<file path="src/rtl/mem_bus_ctrl_pkg.sv">
// Shared dbus types for the MEM stage controller.
// Request/response bundles and access-size encoding.
package mem_bus_ctrl_pkg;

  typedef logic [63:0] data_addr_t;
  typedef logic [63:0] data_data_t;
  typedef logic [7:0]  data_strobe_t;

  typedef enum logic [2:0] {
    MSIZE1 = 3'd0,
    MSIZE2 = 3'd1,
    MSIZE4 = 3'd2,
    MSIZE8 = 3'd3
  } msize_t;

  typedef struct packed {
    logic         valid;
    data_addr_t   addr;
    msize_t       size;
    data_strobe_t strobe;
    data_data_t   data;
  } dbus_req_t;

  typedef struct packed {
    logic       addr_ok;
    logic       data_ok;
    data_data_t data;
  } dbus_resp_t;

endpackage

</file>
<file path="src/rtl/mem_bus_ctrl_align.sv">
// Natural-alignment check for a dbus access.
// Only the low address bits matter for any size.
module mem_align_check
  import mem_bus_ctrl_pkg::*;
(
  input  logic [2:0] addr_lo,
  input  msize_t     size,
  output logic       mis
);

  always_comb begin
    mis = 1'b0;
    unique case (size)
      MSIZE1:  mis = 1'b0;
      MSIZE2:  mis = addr_lo[0];
      MSIZE4:  mis = |addr_lo[1:0];
      MSIZE8:  mis = |addr_lo[2:0];
      default: mis = 1'b0;
    endcase
  end

endmodule

</file>
<file path="src/rtl/mem_bus_ctrl.sv">
// MEM-stage dbus controller: one outstanding access,
// pipeline stall while in flight, wrong-path discard.
module mem_bus_ctrl
  import mem_bus_ctrl_pkg::*;
#(
  parameter int CNT_W = 16
) (
  input  logic             clk,
  input  logic             reset,
  input  logic             in_valid,
  input  logic             mem_read,
  input  logic             mem_write,
  input  dbus_req_t        req_in,
  input  logic             flush,
  input  logic             out_ready,
  output dbus_req_t        dreq,
  input  dbus_resp_t       dresp,
  output data_data_t       raw_data,
  output logic             out_valid,
  output logic             misalign,
  output logic             stall,
  output logic [CNT_W-1:0] wait_cnt
);

  typedef enum logic [1:0] {
    IDLE,
    BUSY,
    HOLD
  } state_t;

  localparam logic [CNT_W-1:0] CNT_ONE = CNT_W'(1);

  state_t     state;
  dbus_req_t  req_q;
  data_data_t data_q;
  logic       discard_q;

  logic is_mem;
  logic mis;
  logic idle_take;
  logic accept;
  logic pass_thru;
  logic busy;
  logic hold;
  logic unused_ok;

  mem_align_check u_align (
    .addr_lo (req_in.addr[2:0]),
    .size    (req_in.size),
    .mis     (mis)
  );

  assign is_mem    = mem_read | mem_write;
  assign busy      = (state == BUSY);
  assign hold      = (state == HOLD);
  assign idle_take = (state == IDLE) & in_valid & ~flush;
  assign accept    = idle_take & is_mem & ~mis;
  assign pass_thru = idle_take & ~accept;

  // addr_ok never releases the request; only data_ok does
  assign unused_ok = dresp.addr_ok ^ req_q.valid;

  always_ff @(posedge clk or posedge reset) begin
    if (reset) begin
      state     <= IDLE;
      req_q     <= '0;
      data_q    <= '0;
      discard_q <= 1'b0;
      wait_cnt  <= '0;
    end else begin
      unique case (state)
        IDLE: begin
          if (accept) begin
            req_q     <= req_in;
            wait_cnt  <= '0;
            discard_q <= 1'b0;
            state     <= BUSY;
          end
        end
        BUSY: begin
          if (wait_cnt != '1)
            wait_cnt <= wait_cnt + CNT_ONE;
          if (flush)
            discard_q <= 1'b1;
          if (dresp.data_ok) begin
            data_q    <= dresp.data;
            discard_q <= 1'b0;
            state     <= (discard_q | flush) ? IDLE : HOLD;
          end
        end
        HOLD: begin
          if (out_ready | flush)
            state <= IDLE;
        end
        default: state <= IDLE;
      endcase
    end
  end

  always_comb begin
    dreq       = req_q;
    dreq.valid = busy;
  end

  assign raw_data = data_q;

  always_comb begin
    out_valid = 1'b0;
    misalign  = 1'b0;
    stall     = 1'b0;
    unique case (1'b1)
      busy: stall = 1'b1;
      hold: begin
        out_valid = ~flush;
        stall     = ~out_ready & ~flush;
      end
      accept: stall = 1'b1;
      pass_thru: begin
        out_valid = 1'b1;
        misalign  = is_mem & mis;
        stall     = ~out_ready;
      end
      default: ;
    endcase
  end

endmodule

</file>
<file path="config.mk">
export PLATFORM = sky130hd
export DESIGN_NAME = mem_bus_ctrl
export DESIGN_NICKNAME = d
export VERILOG_FILES = /design/src/rtl/mem_bus_ctrl_pkg.sv /design/src/rtl/mem_bus_ctrl_align.sv /design/src/rtl/mem_bus_ctrl.sv
export SDC_FILE = /design/constraint.sdc
export NUM_CORES = 1
export LEC_CHECK = 0
export CORE_AREA = 4 4 165 167
export CTS_CLUSTER_DIAMETER = 30
export DETAILED_ROUTE_END_ITERATION = 7
export DIE_AREA = 0 0 169 171
export GPL_ROUTABILITY_DRIVEN = 1
export HOLD_SLACK_MARGIN = 0.06
export PLACE_DENSITY_LB_ADDON = 0.1
export SYNTH_ARGS = -nofsm -noshare
export SYNTH_HDL_FRONTEND = slang
export SYNTH_HIERARCHICAL = 1
export SYNTH_SLANG_ARGS = --single-unit
</file>
<file path="constraint.sdc">
create_clock -name clk -period 22.9 [get_ports clk]
set_clock_uncertainty 0.05 [all_clocks]
set_input_delay 3.435 -clock clk [delete_from_list [all_inputs] [get_ports clk]]
set_output_delay 3.435 -clock clk [all_outputs]
set_load 0.05 [all_outputs]
</file>
==> results of run 1 <==
-- cells by family after synthesis --
family          after synthesis  share of synthesized area, %
simple gates                465                         21.08
flops                       222                         64.03
mux                          64                         8.307
buf+inv                      45                         3.086
compound gates               39                         3.144
xor+xnor                      2                        0.2019
fa+ha+maj                     1                        0.1442
-- Yosys cell counts, drive strengths merged --
cell / instances
nand2: 422
dfrtp: 222
mux2: 64
buf: 32
a21oi: 14
nor2: 14
clkbuf: 9
nor3: 6
a311oi: 5
nand3: 5
a22o: 4
inv: 4
a21o: 3
a31oi: 3
and3: 3
nand4: 3
o21ai: 3
a31o: 2
nor3b: 2
nor4: 2
or4: 2
xor2: 2
a211oi: 1
a32o: 1
and2: 1
ha: 1
nand2b: 1
nand4b: 1
o311a: 1
o31ai: 1
o32a: 1
or2: 1
or3: 1
or4b: 1
-- critical path, cell delays in order --
cell and delay, ps:
clkdlybuf4s50_1 510, a211oi_2 90, nor3_2 360, or3_4 650, a21oi_1 150, nor3_1 160
clkdlybuf4s50_1 850
-- per-layer routing --
metal / up-vias / part of all wire [%] / track usage [%]
met1: 3587 / 38 / 23.80
met4: 0 / 2.7 / 6.440
li1: 3618 / - / -
met5: - / 0 / 0
met2: 316 / 50 / 34.82
met3: 56 / 9.2 / 7.301
-- registers in the layout, indices dropped and copies added, names as in the netlist --
register / flops
dreq: 139
raw_data: 64
state: 2
wait_cnt: 16
discard_q: 1
-- layout make-up --
| cell class | instances | area (µm²) | share of cell area (%) |
|---|---|---|---|
| well taps | 335 | 419.2 | 2.736 |
| repair buffers | 438 | 4372 | 28.54 |
| flip-flops and latches | 222 | 5555 | 36.27 |
| clock buffers | 70 | 1607 | 10.49 |
| inverters | 4 | 22.52 | 0.1470 |
| multi-input cells | 571 | 2872 | 18.75 |
| clock inverters | 35 | 470.5 | 3.071 |
-- layout by cell type, fill, tap and decap left out, types with 6 or more instances in the layout --
master,n
clkinv_2,13
clkdlybuf4s50_1,433
a21oi_1,14
nand2_1,421
dfrtp_1,222
clkinvlp_4,6
bufinv_16,10
clkbuf_16,58
mux2_2,64
clkbuf_8,11
nor2_1,14
-- how the worst min path moves through the flow --
stage               cells past startpoint  startpoint         to  slack (ps)
floorplan                               1   discard_q  discard_q         420
global route                            2    dreq[52]   dreq[52]         430
finish                                  2   dreq[102]  dreq[102]         420
detailed placement                      2    dreq[84]   dreq[84]         410
CTS                                     2   dreq[136]  dreq[136]         420
global placement                        2    dreq[99]   dreq[99]         410
-- metrics by stage --
stage	worst slack (ps)	utilization (%)	instances
3_3_place_gp	13160	51.39	1570
6_report	13200	59.45	1675
3_5_place_dp	13140	51.39	1570
2_1_floorplan	13340	-	838
4_1_cts	13140	59.45	1675
5_1_grt	13020	59.45	1675
-- where the power goes --
group | switching (mW) | total (mW) | internal [mW]
clock | 0.240 | 0.845 | 0.605
sequential | 0.0611 | 0.568 | 0.506
combinational | 0.556 | 0.836 | 0.280
==> implementation parameters, run 1 <==
Parameter                              Value

CTS
  Clock tree root driver cell    clkbuf_16
  # hold bufs at CTS    0
  Post CTS Setup Buffer Count    0
  TritonCTS clock tree    yes
  Clock tree sinks    about 220
  H-Tree Level Count    2
  Worst-path clk slew    roughly 40 ps
  Total clock buffers created by CTS    56
  Max clock buf depth    3
  Number of resized instances in the post-cts repair step    0
  Insertion delay to the later sink of the worst-skew pair    540 ps

Logic synthesis
  Top post-synthesis cells by area    dfrtp_1 (64%), nand2_1 (18%), mux2_2 (8.3%)
  Yosys warnings    6
  Sequential fraction of the synthesis area    64.03%
  Area leader, netlist    dfrtp_1
  Top-area cell type share of the netlist area    64.03%
  Seq cells post-synth    222
  Post-synthesis cell type count    39
  Net count after synthesis    1052
  Synth Instances    838
  Syn_area_per_cell    10.35 µm²
  Cell area after synthesis    a little under 0.009 mm²

Finish
  Synthesis-to-layout area growth    76.55%
  Proportion of layout cells with a drive suffix above 1    13.66%
  Number of diodes    0
  Final design instance area without fill    0.01532 mm²
  Number of filler instances in the final layout    2167
  Net count reported at finish    1507

STA
  Slew at the pin closest to its max-slew limit    1015 ps
  Time the final worst path needs with I/O delays and setup    9699 ps
  Hold slack final    416.5 ps
  Total of endpoints with negative setup slack in the final report    0
  Achievable clock frequency    103.1 MHz
  Tightest slew margin relative to the limit    approximately a third
  Final hold violations    0
  Pins over their slew limit    0
  Final setup TNS    0 ps
  Setup repair after global routing missed its margin    false
  Period utilisation layout    a little over two fifths

Setup path
  Arrival time at the worst endpoint    6210 ps
  Maximum fanout along the worst path    58
  Worst Setup Start Kind    input port
  Req. time, crit path    19420 ps
  Source of the worst register-to-register timing path    state[0]
  Start point of the critical path    req_in[72]
  Kind of end point of the critical path    output port
  Critical path start-end classification    input port to output port
  Timing endpoint of the critical path    out_valid
  Terminus of the critical flop-to-flop path    dreq[28]
  Reg2Reg Setup Slack    a little over 20000 ps
  Worst reg-to-reg path cell count    5

Drt
  Vias    between 7000 and 8000
  Antenna-violating nets left    0
  Violation count after the first detailed-route iteration    451
  Drt wl/cell    18.17 µm
  Remaining DRCs    0
  TritonRoute pass-1 iters    4
  Vias/cell    4.524
  Routed wire length    a little over 30000 µm

Global route
  Remaining Overflow, GRT    0
  Maximum number of pins on one net before global-route repair    89
  Global-route wire length before repair    45710 µm
  Number of global-route vias before repair    7833
  Aggregate global-route resource usage    about a fifth
  Initial antenna violation count    0

Job
  Max-capacitance violation count    0

Pwr
  Power Total    2.248 mW
  Worst VDD drop    between 0.07 and 0.08 mV
  Cell Pwr Density    about 150 mW/mm²
  Static leakage    7.111 nW

Placement
  Placed inst area    0.01324 mm²
  IO Port Bufs    433
  Routability Congestion    around 0.78
  Post-DP HPWL    about 21000 µm

Worst hold path
  Path type of the worst min-delay path    register to register

Floorplanning
  Placeable core area    roughly 0.026 mm²
  I/O pins    436
  Starting Density    between 30% and 40%
  Std-Cell Rows    59
  Die footprint    0.02890 mm²
  Chip Width    169 µm
  Floorplan die height    ~170 µm

Outcome
  Result of the run    finished, final reports clean
Power figures use the tool's default switching activity.
==> inputs of run 2 (changes only) <==
Settings changed: CORE_AREA 4 4 165 167 to 4 4 166 168, DIE_AREA 0 0 169 171 to 0 0 170 172.
Clock period 22.9 ns to 10 ns, I/O delays scaled along.
==> run 2 against run 1 <==
  * Cell count barely moved
  * Sequential share of layout area barely moved
  * Combinational power up 130%
  * Power increased by 130%
  * Largest cell class unchanged
  * Largest power group unchanged
==> implementation parameters, run 2 (synthesized netlist as in run 1, its figures left out) <==
Parameter                              Value

Outcome
  Result of the run    finished, final reports clean

Finish
  Commonest cells after routing, fill and taps aside    clkdlybuf4s50_1 (433), nand2_1 (421), dfrtp_1 (222), mux2_2 (64), clkbuf_16 (54)
  Largest register FFs    139
  Net count reported at finish    1506
  Number of filler instances in the final layout    2214
  Proportion of layout cells with a drive suffix above 1    13.31%
  Synthesis-to-layout area growth    76.42%
  Multi-input combinational cell area    0.002872 mm²
  Register area    roughly 0.0056 mm²
  Final core utilization    59.07%
  Most frequent standard cell in the layout excluding fill and tap cells    clkdlybuf4s50_1

Setup path
  Kind of end point of the critical path    output port
  Cell family with most CP delay    buffers and inverters
  Worst path bufs/invs    2
  Worst reg-to-reg path cell count    6
  Maximum fanout along the worst path    between 50 and 60
  Cell-by-cell trace of the critical path    clkdlybuf4s50_1 -> a211oi_2 -> nor3_2 -> or3_4 -> a21oi_1 -> nor3_1 -> clkdlybuf4s50_1
  Req. time, crit path    8450 ps
  Worst Setup Start Kind    input port
  Cell seen most often among critical-path stages    clkdlybuf4s50_1
  Maximum cell stage delay along the critical path    around 840 ps
  Reg2Reg Setup Slack    7320 ps
  Terminus of the critical flop-to-flop path    dreq[22]
  Source of the worst register-to-register timing path    state[0]
  Critical path start-end classification    input port to output port
  Arrival time at the worst endpoint    4230 ps
  Standard cell with the maximum stage delay on the critical path    clkdlybuf4s50_1

CTS
  Total clock buffers created by CTS    54
  TritonCTS clock tree    yes
  Clock tree root driver cell    clkbuf_16
  Clock tree sinks    between 200 and 250
  H-Tree Level Count    2
  Insertion delay to the later sink of the worst-skew pair    540 ps
  # hold bufs at CTS    0
  Max clock buf depth    3
  Post CTS Setup Buffer Count    0
  Number of resized instances in the post-cts repair step    0
  Worst-path clk slew    around 50 ps

Drt
  Violation count after the first detailed-route iteration    398
  Drt wl/cell    18.09 µm
  Vias/cell    4.510
  Antenna-violating nets left    0
  Remaining DRCs    0
  Vias    7559
  TritonRoute pass-1 iters    4
  Routed wire length    30320 µm

Global route
  Number of global-route vias before repair    8007
  Maximum number of pins on one net before global-route repair    91
  Global-route wire length before repair    between 40000 and 50000 µm
  Initial antenna violation count    1
  Aggregate global-route resource usage    between 20% and 30%
  Remaining Overflow, GRT    0

STA
  Crit path setup slack, layout    4216 ps
  Total of endpoints with negative setup slack in the final report    0
  Tightest slew margin relative to the limit    35.49%
  Hold slack final    417.2 ps
  Achievable clock frequency    172.9 MHz
  Setup repair after global routing missed its margin    false
  Slew at the pin closest to its max-slew limit    around 970 ps
  Final hold violations    0
  Period utilisation layout    57.84%
  Final setup TNS    0 ps
  Pins over their slew limit    0
  Time the final worst path needs with I/O delays and setup    5784 ps

Floorplanning
  Die footprint    just under 0.03 mm²
  Chip Width    ~170 µm
  Placeable core area    0.02591 mm²
  Std-Cell Rows    59
  Floorplan die height    172 µm
  I/O pins    436
  Starting Density    33.48%

Placement
  Routability Congestion    0.7775
  Post-DP HPWL    21610 µm
  IO Port Bufs    433
  Worst setup slack after placement    4156 ps

Pwr
  Static leakage    7.094 nW
  Power Total    5.154 mW
  Cell Pwr Density    around 340 mW/mm²
  Worst VDD drop    0.2635 mV

Worst hold path
  Path type of the worst min-delay path    register to register
  Cell depth of the worst min-delay path    2
  Startpoint of the lowest-slack hold path    dreq[88]
  Endpoint, Worst Hold    dreq[88]

Job
  Max-capacitance violation count    0
==> run 2: area by class of cell <==
| cell class | count | share of cell area (%) |
|---|---|---|
| sequential | 222 | 36.30 |
| timing repair buffer | 439 | 28.61 |
| multi-input combinational | 571 | 18.76 |
| clock buffer | 62 | 9.352 |
| clock inverter | 39 | 4.030 |
| tap | 335 | 2.738 |
| inverter | 4 | 0.1471 |
| antenna | 4 | 0.06540 |
==> run 2: per-stage QoR <==
stage / std cells / cell area (µm²)
floorplan: 838 / 8676
global placement: 1571 / 13250
detailed placement: 1571 / 13250
CTS: 1672 / 15300
global route: 1673 / 15300
finish: 1676 / 15310
==> run 2: tightest hold or removal path: cells and delay by family (launching register included) <==
family	cells	cell delay, ps
DFF	1	330
and+or+nand+nor	2	110
==> run 2: report_power, final <==
| group | total, mW | switching (mW) | internal, mW |
|---|---|---|---|
| Combinational | 1.91 | 1.27 | 0.642 |
| Clock | 1.94 | 0.553 | 1.39 |
| Sequential | 1.30 | 0.140 | 1.16 |
| Total | 5.15 | 1.96 | 3.19 |
==> run 2: how the worst max path moves through the flow <==
stage	start	to	slack [ps]	cells after the start
after floorplan	reset	discard_q	2370	1
after global placement	req_in[72]	out_valid	4160	7
after detailed placement	req_in[72]	out_valid	4160	7
after CTS	req_in[72]	out_valid	4150	7
after global routing	req_in[72]	out_valid	4070	7
final	req_in[72]	out_valid	4220	7
==> run 2: routing by layer <==
metal / global-route usage [%] / share of wire [%] / vias to the layer above
li1: - / - / 3620
met1: 22.82 / 37 / 3614
met2: 35.35 / 52 / 291
met3: 7.179 / 9.2 / 34
met4: 6.389 / 1.7 / 0
met5: 0 / 0 / -
==> inputs of run 3 (changes only) <==
Settings changed: CORE_AREA 4 4 166 168 to 4 4 165 167, DIE_AREA 0 0 170 172 to 0 0 169 171.
Clock period 10 ns to 5 ns, I/O delays scaled along.
==> run 3 against run 2 <==
  * Sequential share of layout area grew 0.16 points
  * Wire length grew 0.19%
  * Non-clock buffer count grew 1
  * Count of clock-buffer cells in the layout grew 22
  * First-iteration DRC count shrank 2.3%
  * Register-to-register slack lost 4700 ps
  * Clock power grew 88%
  * Final area shrank 0.44%
  * Via count grew 0.28%
  * Critical path type unchanged
  * Largest power group is now combinational cells
==> implementation parameters, run 3 (synthesized netlist as in run 1, its figures left out) <==
Parameter                              Value

Outcome
  Result of the run    finished, final reports clean

CTS
  Post CTS Setup Buffer Count    0
  Insertion delay to the later sink of the worst-skew pair    530 ps
  # hold bufs at CTS    0
  TritonCTS clock tree    yes
  Number of resized instances in the post-cts repair step    0
  Worst-path clk slew    40 ps
  Total clock buffers created by CTS    59
  Max clock buf depth    3
  H-Tree Level Count    2
  Clock tree sinks    222
  Clock tree root driver cell    clkbuf_16

Setup path
  Source of the worst register-to-register timing path    state[1]
  Critical path start-end classification    input port to output port
  Start point of the critical path    flush
  Maximum fanout along the worst path    5
  Kind of end point of the critical path    output port
  Req. time, crit path    roughly 4200 ps
  Worst Setup Start Kind    input port
  Arrival time at the worst endpoint    3210 ps

Global route
  Aggregate global-route resource usage    20.39%
  Maximum number of pins on one net before global-route repair    97
  Number of global-route vias before repair    8046
  Remaining Overflow, GRT    0
  Initial antenna violation count    1
  Global-route wire length before repair    46450 µm

Worst hold path
  Startpoint of the lowest-slack hold path    dreq[56]
  Path type of the worst min-delay path    register to register

Finish
  Largest register FFs    139
  Net count reported at finish    roughly 1500
  Synthesis-to-layout area growth    75.64%
  Proportion of layout cells with a drive suffix above 1    12.93%
  Final design instance area without fill    0.01524 mm²
  Commonest cells after routing, fill and taps aside    clkdlybuf4s50_1 (433), nand2_1 (421), dfrtp_1 (222), mux2_2 (64), clkbuf_16 (59)
  Most frequent standard cell in the layout excluding fill and tap cells    clkdlybuf4s50_1

Drt
  Met3 wire len    2714 µm
  Routed wire length    30370 µm
  Top layer reached by signal wires    met4
  Vias    7580
  TritonRoute pass-1 iters    4
  Violation count after the first detailed-route iteration    389
  Remaining DRCs    0
  Drt wl/cell    18.14 µm
  Antenna-violating nets left    0
  Vias/cell    around 4.5
  Routed wire length on met2    15180 µm
  Met1 wire length    11620 µm

Pwr
  Worst VDD drop    between 0.4 and 0.5 mV
  Power Total    between 10 and 15 mW
  Static leakage    7.084 nW
  Cell Pwr Density    661.0 mW/mm²

Placement
  Post-DP HPWL    21420 µm
  IO Port Bufs    433
  Routability Congestion    about 0.8
  Placed inst area    0.01328 mm²

STA
  Achievable clock frequency    249.2 MHz
  Slew at the pin closest to its max-slew limit    1038 ps
  Final hold violations    0
  Period utilisation layout    80.25%
  Tightest slew margin relative to the limit    30.77%
  Final setup TNS    0 ps
  Setup repair after global routing missed its margin    false
  Total of endpoints with negative setup slack in the final report    0
  Time the final worst path needs with I/O delays and setup    4012 ps
  Pins over their slew limit    0

Floorplanning
  Std-Cell Rows    59
  Die footprint    0.02890 mm²
  I/O pins    436
  Chip Width    169 µm
  Placeable core area    0.02576 mm²
  Floorplan die height    171 µm
  Starting Density    33.67%

Job
  Max-capacitance violation count    0
## run 3: final timing paths
| check | endpoint | slack [ps] | depth (start not counted) |
|---|---|---|---|
| max in group asynchronous | dreq[79] | 3410 | 3 |
| max reg2reg | raw_data[52] | 2650 | 4 |
| min reg2reg | dreq[56] | 420 | 2 |
| max | stall | 990 | 5 |
| min | dreq[56] | 420 | 2 |
| min in group asynchronous | raw_data[21] | 570 | 2 |
## run 3: final cells by class
type	instances	area [µm²]
fill	2232	10530
inverter	4	18.77
antenna	1	2.502
clock inverter	17	229.0
clock buffer	84	1730
tap	335	419.2
timing repair buffer	440	4412
multi-input combinational	571	2872
sequential	222	5555
## run 3: through the flow
stage | setup slack, ps | hold slack (ps) | utilization [%] | std cells
3_5_place_dp | 1013 | 410.7 | 51.53 | 1572
6_report | 987.5 | 416.7 | 59.15 | 1674
2_1_floorplan | 1304 | 416.9 | - | 838
3_3_place_gp | 1011 | 406.3 | 51.53 | 1572
5_1_grt | 926.3 | 427.3 | 59.15 | 1674
4_1_cts | 999.9 | 420.9 | 59.14 | 1673
## run 3: per-layer routing
metal | track usage (%) | vias up
met2 | 34.85 | 335
met4 | 7.105 | 0
li1 | - | 3612
met3 | 7.140 | 53
met1 | 24.00 | 3580
met5 | 0 | -
## run 3: critical path: stages
cell	delay (ps)
clkdlybuf4s50_1	480
or4b_4	610
or3_4	370
nand3_1	110
clkdlybuf4s50_1	890
## run 3: report_power, final
group          switching [mW]  total, mW  leakage (nW)  internal (mW)
logic                    2.55       3.83          3.35           1.29
registers               0.277       2.60          2.75           2.32
clock network            1.04       3.64         0.977           2.60
total                    3.86       10.1          7.08           6.21
